<file path="src/rtl/m68040_bus_master.sv">
// m68040_bus_master
//   FPGA-side 68040 bus initiator. Arbitrates for the bus with br/bg/bb, then
//   runs one single (byte/word/long) or 4-beat line cycle per request. Each
//   cycle is framed with ts/tip and terminated by ta/tea. The bus is always
//   released after a transfer (no parking).
//
//   Optional feature: define BUS_TIMEOUT_EN to enable a per-beat watchdog that
//   ends a cycle with err after TIMEOUT_CYCLES clocks without ta/tea. Without
//   the macro the DATA phase waits indefinitely.
//
// Ports
//   clk, rst            clock (rising edge), asynchronous active-low reset
//   req/req_rw/req_addr/req_siz/req_wdata
//                       request port; accepted when busy=0. req_wdata is passed
//                       straight to d_out, so the requester presents the next
//                       line word in the clock after each wnext pulse.
//   busy, wnext, rdata, rvalid, ack, err
//                       request status; wnext/rvalid/ack/err are 1-clk pulses
//   br, bg, bb_in, bb_out, bb_oe
//                       arbitration (all active-low on the bus)
//   a, a_oe, d_out, d_oe, d_in
//                       address / data buses
//   ts, tip, rw, siz, tt, tm
//                       cycle framing and attributes (ts/tip active-low)
//   ta, tea             transfer acknowledge / error (active-low)
//
// FSM states
//   state   | meaning
//   S_IDLE  | no request, bus not driven
//   S_ARB   | br asserted, waiting for bg=0 with bb_in=1
//   S_START | ts low for this single clock, address phase
//   S_DATA  | sampling ta/tea once per clock, counting beats
//   S_REL   | bb driven high for one clock, then all enables dropped

module m68040_bus_master #(
  parameter int unsigned TIMEOUT_CYCLES = 255,
  parameter logic [2:0]  TM_VAL         = 3'b001
) (
  input  logic        clk,
  input  logic        rst,
  input  logic        req,
  input  logic        req_rw,
  input  logic [31:0] req_addr,
  input  logic [1:0]  req_siz,
  input  logic [31:0] req_wdata,
  output logic        busy,
  output logic        wnext,
  output logic [31:0] rdata,
  output logic        rvalid,
  output logic        ack,
  output logic        err,
  output logic        br,
  input  logic        bg,
  input  logic        bb_in,
  output logic        bb_out,
  output logic        bb_oe,
  output logic [31:0] a,
  output logic        a_oe,
  output logic [31:0] d_out,
  output logic        d_oe,
  input  logic [31:0] d_in,
  output logic        ts,
  output logic        tip,
  output logic        rw,
  output logic [1:0]  siz,
  output logic [1:0]  tt,
  output logic [2:0]  tm,
  input  logic        ta,
  input  logic        tea
);

  typedef enum logic [2:0] {
    S_IDLE,
    S_ARB,
    S_START,
    S_DATA,
    S_REL
  } state_t;

  localparam logic [1:0] SIZ_LINE = 2'b11;

  state_t     state;
  logic [1:0] beat;
  logic       retry_pend;
  logic       last_beat;

  assign tt    = 2'b00;
  assign tm    = TM_VAL;
  assign d_out = req_wdata;

  // Line transfers run four beats; every other size is a single beat.
  assign last_beat = (siz != SIZ_LINE) || (beat == 2'd3);

`ifdef BUS_TIMEOUT_EN
  localparam int unsigned   TW       = (TIMEOUT_CYCLES > 1) ? $clog2(TIMEOUT_CYCLES) : 1;
  localparam logic [TW-1:0] TMO_LOAD = TW'(TIMEOUT_CYCLES - 1);

  // Down-counter: reloaded on DATA entry and after every TA; expiry is the
  // clock on which it is already zero and still nothing has answered.
  logic [TW-1:0] tmo_cnt;
`else
  logic unused_timeout;
  assign unused_timeout = ^TIMEOUT_CYCLES;
`endif

  always_ff @(posedge clk or negedge rst) begin
    if (!rst) begin
      state      <= S_IDLE;
      beat       <= 2'd0;
      retry_pend <= 1'b0;
      busy       <= 1'b0;
      wnext      <= 1'b0;
      rdata      <= 32'd0;
      rvalid     <= 1'b0;
      ack        <= 1'b0;
      err        <= 1'b0;
      br         <= 1'b1;
      bb_out     <= 1'b1;
      bb_oe      <= 1'b0;
      a          <= 32'd0;
      a_oe       <= 1'b0;
      d_oe       <= 1'b0;
      ts         <= 1'b1;
      tip        <= 1'b1;
      rw         <= 1'b1;
      siz        <= 2'b00;
`ifdef BUS_TIMEOUT_EN
      tmo_cnt    <= TMO_LOAD;
`endif
    end else begin
      wnext  <= 1'b0;
      rvalid <= 1'b0;
      ack    <= 1'b0;
      err    <= 1'b0;

      case (state)
        S_IDLE: begin
          if (req && !busy) begin
            a     <= req_addr;
            rw    <= req_rw;
            siz   <= req_siz;
            busy  <= 1'b1;
            br    <= 1'b0;
            state <= S_ARB;
          end
        end

        S_ARB: begin
          // Grant and bus-not-busy must hold in the same sample.
          if (!bg && bb_in) begin
            bb_oe  <= 1'b1;
            bb_out <= 1'b0;
            a_oe   <= 1'b1;
            ts     <= 1'b0;
            tip    <= 1'b0;
            br     <= 1'b1;
            state  <= S_START;
          end
        end

        S_START: begin
          ts    <= 1'b1;
          beat  <= 2'd0;
          if (!rw) begin
            d_oe <= 1'b1;
          end
`ifdef BUS_TIMEOUT_EN
          tmo_cnt <= TMO_LOAD;
`endif
          state <= S_DATA;
        end

        S_DATA: begin
          if (!ta && tea) begin
            if (rw) begin
              rdata  <= d_in;
              rvalid <= 1'b1;
            end else begin
              wnext <= 1'b1;
            end
`ifdef BUS_TIMEOUT_EN
            tmo_cnt <= TMO_LOAD;
`endif
            if (last_beat) begin
              ack    <= 1'b1;
              tip    <= 1'b1;
              bb_out <= 1'b1;
              state  <= S_REL;
            end else begin
              beat <= beat + 2'd1;
            end
          end else if (ta && !tea) begin
            err    <= 1'b1;
            tip    <= 1'b1;
            bb_out <= 1'b1;
            state  <= S_REL;
          end else if (!ta && !tea) begin
            // Retry: give the bus back and rerun the same request from beat 0.
            retry_pend <= 1'b1;
            tip        <= 1'b1;
            bb_out     <= 1'b1;
            state      <= S_REL;
          end
`ifdef BUS_TIMEOUT_EN
          else if (tmo_cnt == '0) begin
            err    <= 1'b1;
            tip    <= 1'b1;
            bb_out <= 1'b1;
            state  <= S_REL;
          end else begin
            tmo_cnt <= tmo_cnt - 1'b1;
          end
`endif
        end

        S_REL: begin
          bb_oe  <= 1'b0;
          bb_out <= 1'b1;
          a_oe   <= 1'b0;
          d_oe   <= 1'b0;
          if (retry_pend) begin
            retry_pend <= 1'b0;
            br         <= 1'b0;
            state      <= S_ARB;
          end else begin
            busy  <= 1'b0;
            state <= S_IDLE;
          end
        end

        default: begin
          state <= S_IDLE;
        end
      endcase
    end
  end

endmodule

</file>
<file path="config.mk">
export PLATFORM = sky130hd
export DESIGN_NAME = m68040_bus_master
export DESIGN_NICKNAME = d
export VERILOG_FILES = /design/src/rtl/m68040_bus_master.sv
export SDC_FILE = /design/constraint.sdc
export NUM_CORES = 1
export LEC_CHECK = 0
export ABC_AREA = 1
export BUFFER_PORTS_ARGS = -buffer_cell sky130_fd_sc_hd__buf_2
export CAP_MARGIN = 10
export CORE_UTILIZATION = 40
export DETAILED_ROUTE_END_ITERATION = 8
export MAX_ROUTING_LAYER = met4
export PLACE_DENSITY = 0.71
export SLEW_MARGIN = 25
export SYNTH_ARGS = -nofsm -noshare
export SYNTH_HDL_FRONTEND = slang
export SYNTH_SLANG_ARGS = --single-unit
</file>
<file path="constraint.sdc">
create_clock -name clk -period 2.4 [get_ports clk]
set_input_delay 0.24 -clock clk [delete_from_list [all_inputs] [get_ports clk]]
set_output_delay 0.24 -clock clk [all_outputs]
set_load 0.1 [all_outputs]
</file>
==> flow_metrics.py <==
metrics = {
    "synth": {
        "synthCells": 426,
        "yosysTopAreaCellShare_pct": 53.0,
        "synth_top_family_by_area": "simple AND/OR/NAND/NOR gates",
        "yosys_register_bits": 84,
        "synth.area.mux_share_pct": 0,
        "synth.yosys.warnings": 0,
        "synth_area_leaders": "dfrtp_1 (53%), nand2_1 (16%), buf_4 (7.9%)",
        "synth_adder_area_share_pct": 1.34,
        "syn_area_um2": 3730,
        "synth-seq-area-share_pct": 56.6,
        "postSynthAreaPerCell_um2": 8.75,
        "yosys.area_share.simple_pct": 21.0,
        "synth_top_cell_by_area": "dfrtp_1",
        "synth_compound_area_share_pct": 5.54,
        "yosysUniqueCellTypes": 29,
        "synth_xor_area_share_pct": 0,
    },
    "timing": {
        "fin_crit_sh_pct": 70.5,
        "drv_slew": 0,
        "setup-violations-final": 0,
        "finClkSkew_ns": 0.0105,
        "fmax_mhz": 591,
        "finalHoldViolCount": 0,
        "setup_ws_ns": 0.709,
        "setup_tns_ns": 0,
        "finalCriticalPeriod_ns": 1.69,
        "rsz0062_at_grt": "false",
    },
    "die": {
        "io_pins": 222,
        "fp.dieW_um": 98.5,
        "core_area_um2": 8890,
        "row_count": 34,
        "initial_utilization_pct": 41.9,
        "die_h_um": 98.5,
        "die_area_um2": 9710,
    },
    "route": {
        "met2_length_um": 3870,
        "drt_iter0_drc": 86,
        "routedWlPerCell_um": 12.1,
        "vias": 2954,
        "highest_layer": "met4",
        "met1_length_um": 3450,
        "antenna_left": 0,
        "viasPerCell": 4.50,
        "drcViolationCount": 16,
        "routed_wl_um": 7940,
        "wl_met3_um": 571,
        "drt_pass1_iterations": 9,
    },
    "layout": {
        "stdcell_count": 657,
        "num-nets-final": 654,
        "diodes": 0,
        "syn_to_final_growth_pct": 22.1,
        "drive_above_1_share_pct": 33.9,
    },
    "clock_network": {
        "cts_buffers": 9,
        "root_buffer": "clkbuf_8",
        "numClockSinks": 84,
        "cts_resized": 0,
        "htree_levels": 3,
        "clk_pin_slew_ns": 0.09,
        "cts_tree": "yes",
        "clk_latency_ns": 0.35,
        "clockBufferDepth": 2,
    },
    "global_route": {
        "antenna_found_initial": 0,
        "grtUsageTotal_pct": 17.3,
        "grt_pass1_wl_um": 12900,
        "grt_max_degree": 85,
        "grt_pass1_vias": 2883,
        "overflow": 0,
    },
    "setup_path": {
        "arrival_ns": 1.99,
        "startpoint_type": "register",
        "critical_path_class": "reg2reg",
        "cp_cell_sequence": "nand4_2 > inv_2 > nand2_2 > buf_4 > inv_4 > nand2_1 > nand2_1",
        "max_stage_delay_ns": 0.58,
        "critPathBufInv": 3,
        "crit_required_ns": 2.69,
        "cp_common_cell": "nand2_1",
        "endpoint_kind": "register",
        "crit_family": "buffers and inverters",
        "path_max_fanout": 33,
        "cp_slowest_cell": "dfrtp_1",
    },
    "placement": {
        "preCtsSetupSlack_ns": 0.711,
        "port_buffers": 152,
        "dp.cells": 640,
        "gp_congestion": 0.838,
        "dp_hpwl_um": 5670,
    },
    "status": {
        "status": "finished with violations",
        "violations": "design-rule violations",
    },
    "hold_path": {
        "hold_class": "in2reg",
    },
    "flow_run": {
        "cap_violations": 0,
    },
}
-- synthesized netlist by cell type --
cell type    n
dfstp_2      5
nor2_1       9
nand3_2      1
buf_4       39
o21ai_1      4
inv_4        1
nand2_1    160
or2_2        1
buf_2        4
clkbuf_1     6
nand2_2      1
conb_1       2
ha_1         4
nand3b_1     1
o22ai_1      1
nor2_4       1
nand3_1      9
inv_2        3
inv_1       49
dfrtp_1     79
nand4_2      1
buf_6        3
nor3_1       1
nor2_2       1
and2_1       1
o21ai_0     35
nand4_1      2
nand4_4      1
a21oi_1      1
-- layout make-up --
cell class,instances,area [µm²]
multi-input combinational,240,1060
inverter,53,201
fill,844,4340
tap,108,135
clock inverter,5,85.1
timing repair buffer,156,821
clock buffer,11,141
sequential,84,2110
-- flip-flops by register name, summed over array words and instances (netlist names), 2 cells and up --
register / count
a: 32
rdata: 32
state: 3
beat: 2
siz: 2
-- stage by stage --
step | util (%) | cell area (µm²) | hold WS, ns
after floorplan | - | 3740 | -0.0556
after global placement | 48.5 | 4320 | 0.304
after detailed placement | 48.5 | 4320 | 0.310
after CTS | 51.2 | 4550 | 0.0583
after global routing | 51.2 | 4550 | 0.0584
final | 51.2 | 4550 | 0.0783
-- timing repair --
item / CTS / global route
endpoints found under the setup margin: 0 / 0
hold buffers: 1 / 0
hold endpoints to repair: 79 / 0
setup buffers: 0 / 0
-- cell usage in the layout (no fill, tap or decap), drive strengths merged, types with 2 or more instances in the layout --
| cell | n |
|---|---|
| inv | 53 |
| clkinv | 2 |
| ha | 4 |
| nor2 | 11 |
| nand4 | 4 |
| dfrtp | 79 |
| o21ai | 39 |
| buf | 155 |
| dfstp | 5 |
| clkbuf | 11 |
| nand3 | 10 |
| bufinv | 2 |
| nand2 | 161 |
| conb | 5 |
-- metal layers --
layer  global-route usage, %  vias to the layer above
met4                    5.74                        0
met1                    19.9                     1340
met5                       -                        -
li1                        -                     1482
met2                    28.5                      124
met3                    5.82                        8
-- tightest hold or removal path: cells and delay by family --
kind          cells  cell delay (ns)
buf+inv           1             0.08
simple gates      2             0.08
-- cell families after synthesis --
group / after synthesis
and+or+nand+nor: 190
buffers and inverters: 105
DFF: 84
AOI/OAI and AO/OA: 41
adders and majority gates: 4
other: 2
-- worst paths after layout --
kind,from,depth (start not counted),slack (ns),to
worst max-delay path,state[0],7,0.71,rdata[30]
worst min-delay path,d_in[3],3,0.08,rdata[3]
worst max register to register,state[0],7,0.71,rdata[30]
worst min register to register,br,2,0.47,br
max in group asynchronous,rst,3,1.57,rw
min in group asynchronous,rst,3,0.43,a_oe
Power is left out: the tool's default activity adds up to more than one toggle a clock period on the data nets, which glitch-free logic cannot reach.
